==> src/rtl/bit_receiver.sv <==
// bit_receiver: serial receive end of the character link.
// Frame: start 0, 7 data bits LSB first, parity, stop 1; line idles at 1.
// The line is oversampled with clk; each bit is sampled once near its middle.
// A received character is held behind a DataReady/ReadAck handshake.
module bit_receiver #(
    parameter int CLKS_PER_BIT = 16,
    parameter int PARITY_ODD   = 0
) (
    input  logic       clk,
    input  logic       Reset,
    input  logic       RxBit,
    input  logic       ReadAck,
    output logic [6:0] Char,
    output logic       RxParity,
    output logic       DataReady,
    output logic       ParityError,
    output logic       FrameError,
    output logic       Overrun,
    output logic       Busy
);

    localparam int CW = $clog2(CLKS_PER_BIT);
    localparam logic [CW-1:0] CNT_LAST = CW'(CLKS_PER_BIT - 1);
    localparam logic [CW-1:0] CNT_HALF = CW'(CLKS_PER_BIT / 2 - 1);
    localparam logic PAR_ODD = (PARITY_ODD != 0);

    localparam logic [2:0] S_IDLE      = 3'd0;
    localparam logic [2:0] S_START     = 3'd1;
    localparam logic [2:0] S_DATA      = 3'd2;
    localparam logic [2:0] S_PARITY    = 3'd3;
    localparam logic [2:0] S_STOP      = 3'd4;
    localparam logic [2:0] S_WAIT_HIGH = 3'd5;

    logic          rx_m, rx_s;
    logic [2:0]    state;
    logic [CW-1:0] cnt;
    logic [2:0]    idx;
    logic [6:0]    data;
    logic          par_s;
    logic          stop_s;
    logic          deliver;

    // Two-flop synchronizer; resets to the idle level so reset never looks like a start bit.
    always_ff @(posedge clk) begin
        if (Reset) begin
            rx_m <= 1'b1;
            rx_s <= 1'b1;
        end else begin
            rx_m <= RxBit;
            rx_s <= rx_m;
        end
    end

    // Frame FSM: locate the start bit, then sample every bit at its middle.
    always_ff @(posedge clk) begin
        if (Reset) begin
            state   <= S_IDLE;
            cnt     <= '0;
            idx     <= '0;
            data    <= '0;
            par_s   <= 1'b0;
            stop_s  <= 1'b0;
            deliver <= 1'b0;
        end else begin
            deliver <= 1'b0;
            case (state)
                S_IDLE: begin
                    cnt <= '0;
                    if (!rx_s) state <= S_START;
                end
                S_START: begin
                    // Half a bit in: confirm the line is still low, else it was a glitch.
                    if (cnt == CNT_HALF) begin
                        cnt   <= '0;
                        idx   <= '0;
                        state <= rx_s ? S_IDLE : S_DATA;
                    end else begin
                        cnt <= cnt + 1'b1;
                    end
                end
                S_DATA: begin
                    if (cnt == CNT_LAST) begin
                        cnt  <= '0;
                        // Shift in from the top so the first bit lands in data[0].
                        data <= {rx_s, data[6:1]};
                        if (idx == 3'd6) state <= S_PARITY;
                        else             idx   <= idx + 1'b1;
                    end else begin
                        cnt <= cnt + 1'b1;
                    end
                end
                S_PARITY: begin
                    if (cnt == CNT_LAST) begin
                        cnt   <= '0;
                        par_s <= rx_s;
                        state <= S_STOP;
                    end else begin
                        cnt <= cnt + 1'b1;
                    end
                end
                S_STOP: begin
                    if (cnt == CNT_LAST) begin
                        cnt     <= '0;
                        stop_s  <= rx_s;
                        deliver <= 1'b1;
                        // A low stop bit may be a break; wait for the line to recover.
                        state   <= rx_s ? S_IDLE : S_WAIT_HIGH;
                    end else begin
                        cnt <= cnt + 1'b1;
                    end
                end
                S_WAIT_HIGH: begin
                    if (rx_s) state <= S_IDLE;
                end
                default: state <= S_IDLE;
            endcase
        end
    end

    // Output holding registers and the consumer handshake.
    always_ff @(posedge clk) begin
        if (Reset) begin
            Char        <= '0;
            RxParity    <= 1'b0;
            DataReady   <= 1'b0;
            ParityError <= 1'b0;
            FrameError  <= 1'b0;
            Overrun     <= 1'b0;
        end else if (deliver) begin
            Char        <= data;
            RxParity    <= par_s;
            ParityError <= ((^data) ^ par_s) != PAR_ODD;
            FrameError  <= ~stop_s;
            DataReady   <= 1'b1;
            // An acknowledge coinciding with delivery consumes the old character.
            if (DataReady) Overrun <= ~ReadAck;
        end else if (ReadAck && DataReady) begin
            DataReady <= 1'b0;
            Overrun   <= 1'b0;
        end
    end

    assign Busy = (state != S_IDLE);

endmodule

==> config.mk <==
export PLATFORM = sky130hd
export DESIGN_NAME = bit_receiver
export DESIGN_NICKNAME = d
export VERILOG_FILES = /design/src/rtl/bit_receiver.sv
export SDC_FILE = /design/constraint.sdc
export NUM_CORES = 1
export LEC_CHECK = 0
export ABC_AREA = 1
export CAP_MARGIN = 10
export CORE_UTILIZATION = 50
export DETAILED_ROUTE_END_ITERATION = 16
export PLACE_DENSITY = 0.83
export SETUP_SLACK_MARGIN = 0.5
export SLEW_MARGIN = 20
export SYNTH_ARGS = -nofsm -noshare
export SYNTH_HDL_FRONTEND = slang
export SYNTH_SLANG_ARGS = --single-unit
==> constraint.sdc <==
create_clock -name clk -period 4.1 [get_ports clk]
set_input_delay 0.615 -clock clk [delete_from_list [all_inputs] [get_ports clk]]
set_output_delay 0.615 -clock clk [all_outputs]
set_load 0.1 [all_outputs]
### After elaboration in Yosys (flattened, before gate mapping)

Index checks and enable logic that the tools add are counted.

| operators by class | value |
|---|---|
| $add $sub $neg | 2 |
| equal/unequal tests | 17 |
| multiplexer cells | 22 |
| bitwise gates (word level) | 4 |
| reduce and logical (&&, ||, !) cells | 15 |

Operator list:

| operator | count |
|---|---|
| 3-bit 2-to-1 mux | 11 |
| 2-bit inequality test (second input constant) | 9 |
| 3-bit case mux with 6 select lines | 1 |
| 4-bit case mux with 3 select lines | 1 |
| 3-bit == test (second input constant) | 3 |
| 4-bit 2-to-1 mux | 2 |
| 2-bit AND reduction | 4 |
| 7-bit AND reduction | 1 |
| 7-bit parity | 1 |
| 3-bit by 2-bit == test with 1-bit output (second input constant) | 2 |
| 3-bit case mux with 2 select lines | 1 |
| 3-bit nonzero test | 2 |
| 1-bit 2-to-1 mux | 5 |
| 4-bit by 1-bit adder with 4-bit output (second input constant) | 1 |
| 4-bit by 3-bit == test with 1-bit output (second input constant) | 1 |
| 4-bit == test (second input constant) | 1 |
| 4-bit AND reduction | 1 |
| 2-bit nonzero test | 2 |
| 3-bit by 1-bit adder with 3-bit output (second input constant) | 1 |
| 3-bit by 1-bit == test with 1-bit output (second input constant) | 1 |
| 3-bit zero test | 1 |
| 1-bit inverter | 3 |
| 3-bit OR reduction | 1 |
| 2-bit 2-to-1 mux | 1 |
| other kinds (3) | 3 |

| word-level totals | value |
|---|---|
| register bits | 34 |
| input bits | 4 |
| output and inout bits | 13 |
| word-level logic and storage cells | 75 |

### Longest topological paths before layout

| logic depth | value |
|---|---|
| depth after elaboration | 4 |
| mapped depth | 10 |
| gate-level depth less buffers | 10 |

### Worst setup path before layout

OpenSTA, ideal clock, no wires.

| timing path | value |
|---|---|
| path type | reg2out |
| start point | register state[0] |
| end point | output Busy |
| arrival | 1.188 ns |
| required time | 3.485 ns |
| path slack | 2.297 ns |
| cell stages (with the launch flop) | 4 |
| path buffers | 1 |
| path through | dfxtp_1 > buf_4 > nor2_1 > nand2_1 |

| on the way | value |
|---|---|
| cells in the longest elaborated chain, start to end | 1 |

RTL lines:

| what | RTL line | text |
|---|---|---|
| start: declaration | 35 | `logic [2:0] state;` |
| start signal: assignment | 76 | `state <= rx_s ? S_IDLE : S_DATA;` |
| start signal: assignment | 107 | `state <= rx_s ? S_IDLE : S_WAIT_HIGH;` |
| 3-bit nonzero test | 143 | `assign Busy = (state != S_IDLE);` |
| end: declaration | 19 | `output logic Busy` |

No other way between the ends.

### Worst setup path in the final report

Same ends and word-level chain as after synthesis.

==> results_tabular.tex <==
\begin{tabular}{lr}
\hline
Metric & Value \\
\hline
\multicolumn{2}{l}{\textbf{STA}} \\
\quad Clock skew after layout & 8.955 ps \\
\quad Fin crit share & 67.77\% \\
\quad Setup WS post-layout & 1321 ps \\
\quad Achievable clock frequency & 359.9 MHz \\
\quad Number of endpoints with negative hold slack in the final report & 0 \\
\quad Transition time at the pin with the least slew margin & 983.4 ps \\
\quad Max-slew violations & 0 \\
\quad Shortest period the worst path allows & 2779 ps \\
\quad RSZ-0062 raised after global routing & no \\
\quad Headroom to the max-slew limit & 34.24\% \\
\quad Final setup violation count & 0 \\
\quad Total negative setup slack & 0 ps \\
\multicolumn{2}{l}{\textbf{Final layout}} \\
\quad Layout overhead on the synthesized area & 14.63\% \\
\quad Number of antenna diodes & 0 \\
\quad Share of cells above drive strength 1 & 9.583\% \\
\quad Number of fill cells & 265 \\
\quad Nets@finish & 247 \\
\quad Most frequent cells in the layout & sky130\_fd\_sc\_hd\_\_nand2\_1 (48), sky130\_fd\_sc\_hd\_\_dfxtp\_1 (34), sky130\_fd\_sc\_hd\_\_nor2\_1 (29), sky130\_fd\_sc\_hd\_\_inv\_1 (24), sky130\_fd\_sc\_hd\_\_a21oi\_1 (23) \\
\quad Most common cell after layout, fill and taps aside & sky130\_fd\_sc\_hd\_\_nand2\_1 \\
\multicolumn{2}{l}{\textbf{Setup path}} \\
\quad Maximum fanout count along the critical path & 8 \\
\quad Maximum cell stage delay along the critical path & 1140 ps \\
\quad Data arrival time of the critical path & 2160 ps \\
\quad Worst path cell trace & nor2\_1, nand2\_1, clkdlybuf4s50\_1 \\
\quad Slack of the worst reg-to-reg path & 2460 ps \\
\quad Classification of the worst setup path & flop to output pin \\
\quad Worst path slowest cell & sky130\_fd\_sc\_hd\_\_clkdlybuf4s50\_1 \\
\quad Depth of the worst register-to-register path & 8 \\
\quad Endpoint class of the critical path & output pin \\
\quad Startpoint type of the worst setup path & flop \\
\quad Required arrival time at the worst endpoint & 3480 ps \\
\multicolumn{2}{l}{\textbf{Clock network}} \\
\quad Clock tree buffer depth & 2 \\
\quad Clock Tree Root & sky130\_fd\_sc\_hd\_\_clkbuf\_4 \\
\quad Total number of H-tree levels & 2 \\
\quad Post-CTS Hold Buffers & 0 \\
\quad TritonCTS clock tree & built \\
\quad Clock sink total & 34 \\
\quad Number of buffers created by CTS & 5 \\
\quad Setup Fix Bufs, Post-CTS & 0 \\
\quad Resized cells post-CTS & 0 \\
\quad Clock-pin transition on the worst setup and hold timing paths & 100 ps \\
\quad Clock Latency Late Sink & 340 ps \\
\multicolumn{2}{l}{\textbf{Yosys}} \\
\quad Post-synthesis xor/xnor area fraction & 1.669\% \\
\quad Mapped Cells & 223 \\
\quad Number of distinct library cells after synthesis & 25 \\
\quad Sequential share of the synthesized area & 43.24\% \\
\quad Share of synthesized cell area in and, or, nand and nor gates & 26.87\% \\
\quad Share of the synthesized area in compound gates (AO/OA/AOI/OAI) & 16.93\% \\
\quad Syn Nets & 230 \\
\quad \#FFs+latches synth & 34 \\
\quad Adder-Cell Fraction of Synth Area & 2.385\% \\
\quad Synth warn & 0 \\
\quad Post-synthesis instance area & 1574 sq um \\
\quad Per-instance average area after synthesis & 7.058 sq um \\
\quad Multiplexer share of the synthesized area & 0\% \\
\quad Combinational family with the most area after synthesis & simple AND/OR/NAND/NOR gates \\
\multicolumn{2}{l}{\textbf{Global route}} \\
\quad Gr usage total & 20.74\% \\
\quad Largest net degree at the start of global routing & 21 \\
\quad Met3 track utilization from global routing & 7.143\% \\
\quad M2 GR Usage & 33.00\% \\
\quad Global-route wire length before repair & 5161 um \\
\quad Initial antenna violation count & 0 \\
\quad Met1 usage & 25.42\% \\
\quad Total grt overflow & 0 \\
\quad Vias in the first global route & 1214 \\
\quad Busiest metal layer after global routing & met2 \\
\multicolumn{2}{l}{\textbf{Floorplanning}} \\
\quad Total Die Area & 3376 sq um \\
\quad Area inside the core boundary & 2877 sq um \\
\quad DIE WIDTH & 58.11 um \\
\quad Vertical die dimension & 58.11 um \\
\quad Initial cell density of the core & 54.72\% \\
\quad Number of rows created at floorplan & 19 \\
\quad Number of top-level design ports & 17 \\
\multicolumn{2}{l}{\textbf{Power and ir drop}} \\
\quad Leakage & 0.0007693 uW \\
\quad Share of total power in combinational logic & 38.7\% \\
\quad Switching share of total power & 43.04\% \\
\quad Portion of total power attributed to the clock network & 19.5\% \\
\quad Sequential cell fraction of total power & 41.7\% \\
\quad Power Density & 502.9 nW/um\^{}2 \\
\quad Worst vdd rail ir drop & 0.0006161 V \\
\quad Cell-internal power & 516.9 uW \\
\quad Net Switching & 390.5 uW \\
\multicolumn{2}{l}{\textbf{Placed design}} \\
\quad Detailed placer's ending HPWL & 2187 um \\
\quad Count of buffers inserted at the top-level ports & 16 \\
\quad RD Place Congestion & 0.8378 \\
\quad Setup slack at placement & 1707 ps \\
\multicolumn{2}{l}{\textbf{Drt}} \\
\quad Vias per std cell & 4.936 \\
\quad Residual DRC count & 0 \\
\quad Final wirelength & 3095 um \\
\quad Antenna viol nets, final & 0 \\
\quad Total via count after detailed routing & 1392 \\
\quad Violation count after the first detailed-route iteration & 40 \\
\quad Wire length per cell & 10.98 um \\
\quad Length of the first detailed-routing pass in iterations & 4 \\
\multicolumn{2}{l}{\textbf{Worst hold path}} \\
\quad Worst min path class & flop to flop \\
\quad Worst Hold Path Cells & 1 \\
\multicolumn{2}{l}{\textbf{Status}} \\
\quad Result of the run & finished, final reports clean \\
\multicolumn{2}{l}{\textbf{Flow run}} \\
\quad Max\_cap viols & 0 \\
\hline
\end{tabular}
## critical path: cells and delay by family, from the launching register on
kind          cells  cell delay (ps)
simple gates      2              230
buf+inv           1             1140
flops             1              460
## cell usage after synthesis, drive strengths merged
library cell  count  area [sq um]
a211oi            1         7.510
a21oi            27         150.1
buf               2         18.77
clkbuf            5         20.01
dfxtp            34         680.7
ha                3         37.54
inv              27         101.4
nand2            51         198.9
nand3            11         55.05
nand4             3         18.77
nor2             32         132.6
nor3              1         5.000
o21ai            21         108.9
or2               2         12.51
xnor2             2         17.52
xor2              1         8.760
## flip-flops by register name, summed over array words and instances, names as in the netlist
name and cells:
FrameError 1, idx 3, cnt 4, stop_s 1, DataReady 1, Overrun 1, data 7, deliver 1
RxParity 1, rx_s 1, ParityError 1, Char 7, rx_m 1, state 3, par_s 1
## final timing paths
path	from	to
hold reg to reg	rx_m	rx_s
setup / recovery	state[0]	Busy
setup reg to reg	cnt[0]	data[4]
hold / removal	rx_m	rx_s
## area by class of cell
class | instances | area [sq um] | area share [%]
multi-input cells | 155 | 753.2 | 41.75
well taps | 42 | 52.55 | 2.913
clock buffers | 6 | 41.29 | 2.288
clock inverters | 1 | 7.507 | 0.4161
repair buffers | 17 | 167.7 | 9.293
inverters | 27 | 101.3 | 5.617
flip-flops and latches | 34 | 680.7 | 37.73
## through the flow
stage,cells,hold WS [ps],util [%],instance area (sq um),total power (uW)
global route,282,435.1,62.72,1804,967.9
global placement,275,390.8,61.03,1755,727.7
finish,282,420.1,62.72,1804,907.4
CTS,282,421.4,62.72,1804,910.4
floorplan,223,389.5,-,1574,671.4
detailed placement,275,397.6,61.03,1755,735.9
## metal layers
layer / part of all wire (%) / routed length (um) / vias to the layer above
met2: 45 / 1387 / 24
met1: 50 / 1544 / 621
met4: 0.74 / 23 / 0
li1: - / - / 745
met5: 0 / 0 / -
met3: 4.5 / 139 / 2
## power by group through the flow
| stage | registers, uW | logic (uW) | clock network (uW) |
|---|---|---|---|
| after global placement | 385 | 343 | 0 |
| after detailed placement | 386 | 350 | 0 |
| final | 379 | 351 | 177 |
| after CTS | 378 | 352 | 181 |
| after global routing | 382 | 393 | 192 |
| after floorplan | 376 | 295 | 0 |
## kinds of logic (layout without fill, tap and decap cells)
family          after synthesis  in the layout
buf+inv                      34             51
xor+xnor                      3              3
compound gates               49             49
flops                        34             34
simple gates                100            100
fa+ha+maj                     3              3
(Power assumes the default switching activity.)
